**src/rtl/dct_mac_sequencer.sv**
```systemverilog
// dct_mac_sequencer: feeds (sample, coef) pairs to a Booth multiplier and accumulates N products into one DCT sum
module dct_mac_sequencer #(
  parameter int W = 16,
  parameter int N = 8,
  parameter int TIMEOUT = 64,
  localparam int OW = 2 * W + $clog2(N),
  localparam int CW = (N > 1) ? $clog2(N) : 1,
  localparam int TW = $clog2(TIMEOUT + 1)
) (
  input  logic                 clk,
  input  logic                 rst,
  input  logic                 in_valid,
  output logic                 in_ready,
  input  logic signed [W-1:0]  in_sample,
  input  logic signed [W-1:0]  in_coef,
  output logic                 mul_start,
  output logic signed [W-1:0]  mul_data,
  input  logic                 mul_done,
  input  logic [2*W-1:0]       mul_product,
  output logic                 out_valid,
  input  logic                 out_ready,
  output logic signed [OW-1:0] out_data,
  output logic                 err
);
  typedef enum logic [2:0] {IDLE, LOAD_M, LOAD_Q, WAIT, OUT, HALT} state_t;
  state_t state_q, state_d;
  logic signed [W-1:0] coef_q, coef_d, mul_data_q, mul_data_d;
  logic signed [OW-1:0] acc_q, acc_d, out_data_q, out_data_d, sum;
  logic [CW-1:0] cnt_q, cnt_d;
  logic [TW-1:0] timer_q, timer_d;
  logic mul_start_q, mul_start_d, in_ready_q, in_ready_d, out_valid_q, out_valid_d, err_q, err_d;
  // next state, datapath updates and registered Moore outputs derived from the next state
  always_comb begin
    state_d = state_q;
    coef_d = coef_q;
    mul_data_d = mul_data_q;
    acc_d = acc_q;
    out_data_d = out_data_q;
    cnt_d = cnt_q;
    timer_d = timer_q;
    err_d = err_q;
    sum = acc_q + OW'($signed(mul_product));
    case (state_q)
      IDLE: if (in_valid && in_ready_q) begin
        state_d = LOAD_M;
        coef_d = in_coef;
        mul_data_d = in_sample;
      end
      LOAD_M: begin
        state_d = LOAD_Q;
        mul_data_d = coef_q;
      end
      LOAD_Q: begin
        state_d = WAIT;
        timer_d = '0;
      end
      WAIT: if (mul_done) begin
        acc_d = sum;
        timer_d = '0;
        cnt_d = cnt_q + 1'b1;
        state_d = (cnt_q == CW'(N - 1)) ? OUT : IDLE;
        out_data_d = (cnt_q == CW'(N - 1)) ? sum : out_data_q;
      end else if (timer_q == TW'(TIMEOUT - 1)) begin
        err_d = 1'b1;
        acc_d = '0;
        cnt_d = '0;
        state_d = IDLE;
      end else begin
        timer_d = timer_q + 1'b1;
      end
      OUT: if (out_ready) begin
        acc_d = '0;
        cnt_d = '0;
        state_d = IDLE;
      end
      default: state_d = IDLE;
    endcase
    mul_start_d = (state_d == LOAD_M);
    in_ready_d = (state_d == IDLE);
    out_valid_d = (state_d == OUT);
  end
  // state and output registers, cleared asynchronously
  always_ff @(posedge clk or posedge rst) begin
    if (rst) begin
      state_q <= IDLE;
      coef_q <= '0;
      mul_data_q <= '0;
      acc_q <= '0;
      out_data_q <= '0;
      cnt_q <= '0;
      timer_q <= '0;
      err_q <= 1'b0;
      mul_start_q <= 1'b0;
      in_ready_q <= 1'b0;
      out_valid_q <= 1'b0;
    end else begin
      state_q <= state_d;
      coef_q <= coef_d;
      mul_data_q <= mul_data_d;
      acc_q <= acc_d;
      out_data_q <= out_data_d;
      cnt_q <= cnt_d;
      timer_q <= timer_d;
      err_q <= err_d;
      mul_start_q <= mul_start_d;
      in_ready_q <= in_ready_d;
      out_valid_q <= out_valid_d;
    end
  end
  assign in_ready = in_ready_q;
  assign mul_start = mul_start_q;
  assign mul_data = mul_data_q;
  assign out_valid = out_valid_q;
  assign out_data = out_data_q;
  assign err = err_q;
endmodule

```
**config.mk**
```make
export PLATFORM = sky130hd
export DESIGN_NAME = dct_mac_sequencer
export DESIGN_NICKNAME = d
export VERILOG_FILES = /design/src/rtl/dct_mac_sequencer.sv
export SDC_FILE = /design/constraint.sdc
export NUM_CORES = 1
export LEC_CHECK = 0
export ABC_AREA = 1
export CAP_MARGIN = 20
export CORE_MARGIN = 2
export CORE_UTILIZATION = 55
export DETAILED_ROUTE_END_ITERATION = 12
export GPL_TIMING_DRIVEN = 0
export PLACE_DENSITY_LB_ADDON = 0.12
export RECOVER_POWER = 25
export SETUP_SLACK_MARGIN = 0.05
export SYNTH_ARGS = -nofsm -noshare
export SYNTH_HDL_FRONTEND = slang
export SYNTH_SLANG_ARGS = --single-unit
```
**constraint.sdc**
```tcl
create_clock -name clk -period 7.1 [get_ports clk]
set_clock_uncertainty 0.2 [all_clocks]
set_input_delay 1.065 -clock clk [delete_from_list [all_inputs] [get_ports clk]]
set_output_delay 1.065 -clock clk [all_outputs]
set_load 0.01 [all_outputs]
```
* After elaboration in Yosys (flattened, before gate mapping)
Cells that the tools add are included.
Word-level totals: bits in registers 119, latch bits 0, memory bits (writable) 0, memory bits (read-only) 0, input bits 69, output and inout port bits 55, memories kept 0
Operators by class: $add $sub $neg 3, multiply operators 0, divide/modulo/power cells 0, magnitude comparators 0, equality and inequality tests 12, shifts and indexed selects 0, mux-type cells 19, bitwise operators 1, reduce and logical (&&, ||, !) cells 12
Operator list (count):
- 35-bit two-way mux | 3
- 35-bit one-hot mux with 2 select lines | 1
- 35-bit by 32-bit adder with 35-bit output | 1
- 16-bit one-hot mux with 2 select lines | 1
- 3-bit two-way mux | 8
- 16-bit two-way mux | 1
- 3-bit one-hot mux with 5 select lines | 1
- 7-bit two-way mux | 2
- 7-bit one-hot mux with 2 select lines | 1
- 3-bit equality test (second input constant) | 3
- 3-bit AND reduction | 3
- 7-bit by 1-bit adder with 7-bit output (second input constant) | 1
- 7-bit by 6-bit equality test with 1-bit output (second input constant) | 1
- 3-bit by 1-bit equality test with 1-bit output (second input constant) | 2
- 3-bit by 2-bit equality test with 1-bit output (second input constant) | 2
- 3-bit zero test | 2
- 3-bit != test (second input constant) | 2
- 3-bit one-hot mux with 2 select lines | 1
- 2-bit AND reduction | 3
- 2-bit nonzero test | 3
- 2-bit != test (second input constant) | 2
- 3-bit by 1-bit adder with 3-bit output (second input constant) | 1
- 1-bit logical AND | 1
- 1-bit inverter | 1

* Longest topological paths before layout
Gate-level depths: netlist (run 1).
depth in word-level cells 5, gate-level depth with buffers 14, depth with buffers taken out 14

* Worst setup path before layout (run 1)
Ideal clock, no wire load.
path type input port to flip-flop, start input mul_product[0], end register acc_q[28], arrival 2.473 ns, data required time 6.783 ns, path slack 4.310 ns, stages on the path 12, buffers on the path 0, cell sequence ha_1 -> fa_1 -> nand3_1 -> nand3_1 -> nand2_1 -> nand2_1 -> nand2_1 -> nand2_1 -> nand3_1 -> nand3_1 -> nand3_1 -> nand2_1
Between the ends: longest elaborated chain between the ends 3
Ends and longest elaborated chain:
- from (decl) | RTL line 19 | input logic [2*W-1:0] mul_product,
- 35-bit by 32-bit adder with 35-bit output | RTL line 42 | sum = acc_q + OW'($signed(mul_product));
- 35-bit two-way mux | RTL line 57 | WAIT: if (mul_done) begin
- 35-bit one-hot mux with 2 select lines | RTL line 43 | case (state_q)
- to (signal assigned) | RTL line 88 | acc_q <= '0;
- to (signal assigned) | RTL line 100 | acc_q <= acc_d;
- to (decl) | RTL line 28 | logic signed [OW-1:0] acc_q, acc_d, out_data_q, out_data_d, sum;
Every way passes these cells. A chain may end at the register's enable or synchronous reset.

==> results of run 1 <==
[layout by cell type (no fill, tap or decap), types with 11 or more instances in the layout]
cell and count:
ha_1 37, o21ai_0 42, nand3_1 101, clkdlybuf4s50_1 121
dfrtp_1 119, clkbuf_16 17, nor2_1 54, buf_2 12
xnor2_1 11, a21oi_1 39, nand2_1 389, inv_1 99
[metrics by stage]
| step | cells | setup WS, ns | total power [W] |
|---|---|---|---|
| floorplan | 973 | 2.68 | 0.00202 |
| global placement | 1268 | 0.951 | 0.00244 |
| detailed placement | 1269 | 3.49 | 0.00247 |
| CTS | 1301 | 3.93 | 0.00337 |
| global route | 1301 | 3.18 | 0.00361 |
| finish | 1301 | 3.69 | 0.00337 |
[layout make-up]
type,count,area [um2],share of cell area
Multi-Input combinational cell,725,3550,0.388
Sequential cell,119,2980,0.326
Timing Repair Buffer,124,1260,0.138
Clock buffer,22,484,0.0531
Inverter,108,407,0.0446
Tap cell,172,215,0.0236
Buffer,21,120,0.0132
Clock inverter,10,119,0.0130
[state kept, by name, summed over array words and instances (netlist names)]
name       count
cnt_q          3
mul_start      1
out_data      35
mul_data      16
err            1
out_valid      1
acc_q         35
state_q        3
coef_q        16
in_ready       1
timer_q        7
[kinds of logic after synthesis]
logic type / after synthesis
simple gates: 566
flops: 119
xor+xnor: 20
fa+ha+maj: 38
compound gates: 101
buf+inv: 129
[layer usage]
layer	part of all wire	up-vias
met2	0.47	192
met4	0.017	0
li1	-	3390
met5	0	-
met1	0.45	3060
met3	0.062	25
[worst paths after layout]
kind,from,end,slack [ns],depth (start not counted)
max,rst,out_data[25]$_DFFE_PP0P_,3.69,2
min in group asynchronous,rst,out_data[0]$_DFFE_PP0P_,1.72,2
max in group clk,mul_product[0],out_data[22]$_DFFE_PP0P_,3.91,13
min reg2reg,out_data[18]$_DFFE_PP0P_,out_data[18]$_DFFE_PP0P_,0.27,2
max reg2reg,acc_q[0]$_DFFE_PP0P_,out_data[22]$_DFFE_PP0P_,4.61,12
min,out_data[18]$_DFFE_PP0P_,out_data[18]$_DFFE_PP0P_,0.27,2
[where the power goes]
group | switching [W] | internal [W]
Clock | 0.000318 | 0.000554
Sequential | 0.000119 | 0.000873
Combinational | 0.000940 | 0.000565
==> impl_results.md, run 1 <==
* Status: finished, violations left
* Failing checks: capacitance limit, slew limit
* Max IR drop VDD at between 0.2 and 0.3 mV
* Drt wl/cell at 14.5 um
* Ys flop type: dfrtp_1
* Synth top area cells: dfrtp_1 42%, nand2_1 21%, nand3_1 7.2%, ha_1 6.6%, inv_1 5.3%
* H-tree depth at 4
* Busiest layer in global routing: met2
* Final instance area at 9130 um2
* Post-Route Utilization at 0.726
* First-pass GRT wire length at 30300 um
* Clock-pin slew on the worst setup and hold paths at 0.05 ns
* Actual slew at the worst max-slew pin at about 2.9 ns
* Post-synth ARST share at 1.00
* Layout area overhead at 29.5%
* Number of enable flip-flop cells after synthesis at 0
* Largest family of logic cells by synthesized area: simple AND/OR/NAND/NOR gates
* Detailed Route WL at 18900 um
* CP startpoint kind: primary input
* Most frequent cell after synthesis: nand2_1
* Drt via density at 5.12
* Mux share of post-synthesis cell area at 0
* Cells along the critical path: dlygate4sd3_1 > clkinvlp_2
* Die height at between 100 and 150 um
* Worst EP arrival at 3.28 ns
* YS warnings at 0
* Critical-path maximum fanout at 64
* TritonCTS clock tree: built
* Crit path time final at around 3.4 ns
* Fmax at a little under 300 MHz
* Endpoints failing setup at 0
* WP data required at 6.97 ns
* WHS at 0.274 ns
* Worst setup EP type: asynchronous set/reset pin
* IO Port Bufs at 123
* Area post-placement at 8530 um2
* Pwr dens at 369 nW/um2
* Lkg Pwr at around 4.8 nW
* Synth Area in Compound Gates at 0.0781
* Initial antenna violation count at 0
* Max_cap viols at 1
* CTS Buf Count at 17
* Number of global-route vias before repair at 6363
* Drc violations at 0
* Post-synthesis xor/xnor area fraction at 0.0248
* CP max-delay cell: clkinvlp_2
* Initial Util at 0.561
* Register area share after synthesis at 0.422
* Root Buffer: clkbuf_16
* GPL Wtd Cong at 0.991
* Register bit total from synthesis at 119
* CP Class: in -> async
* Routed Antenna Nets at 0
* GRT Total Usage at 0.289
* # hold bufs at CTS at 0
* Synth area leader: dfrtp_1
* Iter 0 DRT Violations at 331
* Share of the synthesized area in the top cell type at 0.422
* Crit path max-delay family: buffers and inverters
* IO Count at 124
* Die width at 117 um
* Clk buf depth at 2
* Final worst path period share at 0.481
* Buf+Inv Stages, Crit Path at 2
* Grt met1 use at 0.375
* First-pass DRT Iterations at 5
* Count of cell types in the netlist at 37
* Simple-gate area share of the yosys netlist at 0.332
* Post_cts resized at 0
* Global routing usage on met2 at 0.468
* Fillcell total at 1064
* Largest net degree at the start of global routing at 65
* Nets@finish at 1223
* Vias at 6667
* Fin Setup TNS at 0 ns
* CP max stage delay at 1.63 ns
* HPWL after DPL at between 10000 and 15000 um
* CORE AREA at 12600 um2
* Hold Path Class: reg -> reg
* Mapped Nets at 1080
* Site Rows at 41
* Syn Inst Count at 973
* Netlist Area Pre-Place at 7050 um2
* Pins Over Slew Limit at 64
* Grt met3 use at 0.0839
* Avg Cell Area, Syn at 7.24 um2
* Grt ovf at 0
* Sinks on Clock Net at roughly 120
* Full die area at approximately 14000 um2
* Adder-Cell Fraction of Synth Area at 0.0685
* Final hold violations at 0
* Diodes inserted at 0
* Synth cell count leaders: 389 x nand2_1, 119 x dfrtp_1, 101 x nand3_1
* Slew margin rel. at -0.926
* Fraction of layout instances using a drive strength above 1 at 0.0629
* Post CTS Setup Buffer Count at 0
* Clk Latency, worst-skew pair at 0.42 ns
* RSZ-0062 raised after global routing: false
No activity file was read; power rests on OpenSTA's default activity.
==> run 2: changes to the inputs <==
--- a/config.mk
+++ b/config.mk
@@ -8,7 +8,7 @@
 export ABC_AREA = 1
 export CAP_MARGIN = 20
 export CORE_MARGIN = 2
-export CORE_UTILIZATION = 55
+export CORE_UTILIZATION = 48
 export DETAILED_ROUTE_END_ITERATION = 12
 export GPL_TIMING_DRIVEN = 0
 export PLACE_DENSITY_LB_ADDON = 0.12
==> constraint.sdc (replaced) <==
create_clock -name clk -period 2.9 [get_ports clk]
set_clock_uncertainty 0.2 [all_clocks]
set_input_delay 0.435 -clock clk [delete_from_list [all_inputs] [get_ports clk]]
set_output_delay 0.435 -clock clk [all_outputs]
set_load 0.01 [all_outputs]
==> impl_results.md, run 2 (same netlist as run 1, synthesis figures left out) <==
* Status: finished, final reports clean
* Vias at 6510
* CTS Buf Count at 17
* Post-Route Utilization at 0.633
* Endpoints failing setup at 0
* RSZ-0062 raised after global routing: false
* Initial antenna violation count at 0
* Final cell count without fillers at between 1000 and 1500
* Die width at 125 um
* CP Class: in -> reg
* GRT Total Usage at 0.242
* H-tree depth at 4
* Detailed Route WL at roughly 18000 um
* IO Count at 124
* CORE AREA at 14400 um2
* Commonest non-fill, non-tap cell in the layout: nand2_1
* Pwr dens at 894 nW/um2
* Most frequent cells in the layout: 389 x nand2_1, 122 x clkdlybuf4s50_1, 119 x dfrtp_1
* Max IR drop VDD at 0.621 mV
* Diodes inserted at 0
* Drt via density at 4.95
* Fin Setup TNS at 0 ns
* Clk buf depth at 2
* Largest net degree at the start of global routing at 39
* CP startpoint kind: primary input
* Final hold violations at 0
* Worst setup EP type: register
* Cell total after placement at about 1300
* Drt wl/cell at 13.9 um
* Crit path time final at 2.57 ns
* Fmax at around 390 MHz
* Post CTS Setup Buffer Count at 0
* Drc violations at 0
* Root Buffer: clkbuf_16
* TritonCTS clock tree: built
* Full die area at 15700 um2
* IO Port Bufs at 123
* Number of global-route vias before repair at about 6400
* # hold bufs at CTS at 0
* Max_cap viols at 0
* Site Rows at 44
* Worst EP arrival at 2.68 ns
* Nets@finish at 1225
* Critical-path maximum fanout at 3
* Lkg Pwr at 4.78 nW
* Fillcell total at ~1300
* Layout area overhead at 29.6%
* Pins Over Slew Limit at 0
* Die height at 125 um
* HPWL after DPL at 14200 um
* Clock-pin slew on the worst setup and hold paths at 0.06 ns
* Final worst path period share at 0.885
* Clk Latency, worst-skew pair at 0.43 ns
* Hold Path Class: reg -> reg
* GPL Wtd Cong at 0.954
* Initial Util at 0.489
* Power, Total at approximately 0.0082 W
* Fraction of layout instances using a drive strength above 1 at 0.0654
* Grt ovf at 0
* Routed Antenna Nets at 0
* Actual slew at the worst max-slew pin at 0.968 ns
* First-pass DRT Iterations at 4
* First-pass GRT wire length at 30400 um
* Sinks on Clock Net at 119
* WP data required at approximately 3 ns
* Post_cts resized at 0
* Slew margin rel. at 0.355
* Iter 0 DRT Violations at 392
[run 2: where the power goes]
group	total (W)	internal (W)	switching (W)
sequential	0.00241	0.00214	0.000278
clock	0.00213	0.00128	0.000846
combinational	0.00363	0.00138	0.00224
total	0.00817	0.00480	0.00337
[run 2: path summary, 6_finish.rpt]
| check | depth (start not counted) | slack (ns) | start | end |
|---|---|---|---|---|
| min | 2 | 0.28 | coef_q[0]$_DFFE_PP0P_ | coef_q[0]$_DFFE_PP0P_ |
| max | 13 | 0.33 | mul_product[0] | acc_q[28]$_DFFE_PP0P_ |
| max in group asynchronous | 3 | 0.86 | rst | out_data[14]$_DFFE_PP0P_ |
| min in group asynchronous | 2 | 0.32 | rst | mul_data[6]$_DFFE_PP0P_ |
| max reg2reg | 12 | 0.38 | acc_q[0]$_DFFE_PP0P_ | acc_q[28]$_DFFE_PP0P_ |
| min reg2reg | 2 | 0.28 | coef_q[0]$_DFFE_PP0P_ | coef_q[0]$_DFFE_PP0P_ |
[run 2: worst max-delay path: stages]
cell	delay, ns
clkdlybuf4s50_1	0.40
ha_1	0.26
fa_1	0.45
nand3_1	0.10
nand3_1	0.13
nand2_1	0.09
nand2_1	0.12
nand2_1	0.09
nand2_1	0.12
nand3_1	0.17
nand3_1	0.13
nand3_1	0.12
nand2_1	0.05
[run 2: area by class of cell]
class / instances / area (um2) / share of cell area
inverter: 108 / 407 / 0.0445
tap: 184 / 230 / 0.0252
buffer: 21 / 120 / 0.0131
sequential: 119 / 2980 / 0.326
clock buffer: 17 / 425 / 0.0466
timing repair buffer: 126 / 1260 / 0.138
clock inverter: 15 / 169 / 0.0185
multi-input combinational: 725 / 3550 / 0.388
[run 2: per-stage QoR]
step | area (um2) | worst slack (ns) | hold slack [ns]
CTS | 9170 | 0.374 | 0.147
global route | 9140 | 0.224 | 0.296
detailed placement | 8570 | -0.0581 | 0.265
finish | 9140 | 0.334 | 0.276
global placement | 8510 | -0.328 | 0.261
floorplan | 7050 | 0.740 | 0.249
[run 2: layer usage]
| metal | wire [um] | up-vias | track usage | share of wire |
|---|---|---|---|---|
| met5 | 0 | - | 0 | 0 |
| met3 | 1030 | 30 | 0.0569 | 0.057 |
| li1 | - | 3402 | - | - |
| met2 | 8190 | 155 | 0.387 | 0.45 |
| met4 | 394 | 0 | 0.0895 | 0.022 |
| met1 | 8660 | 2923 | 0.323 | 0.47 |
==> run 3: changes to the inputs <==
--- a/config.mk
+++ b/config.mk
@@ -9,6 +9,7 @@
 export CAP_MARGIN = 20
 export CORE_MARGIN = 2
 export CORE_UTILIZATION = 48
+export CTS_CLUSTER_DIAMETER = 80
 export DETAILED_ROUTE_END_ITERATION = 12
 export GPL_TIMING_DRIVEN = 0
 export PLACE_DENSITY_LB_ADDON = 0.12
==> results of run 3 <==
No change in the layout: final DEF, timing and power equal those of run 2.
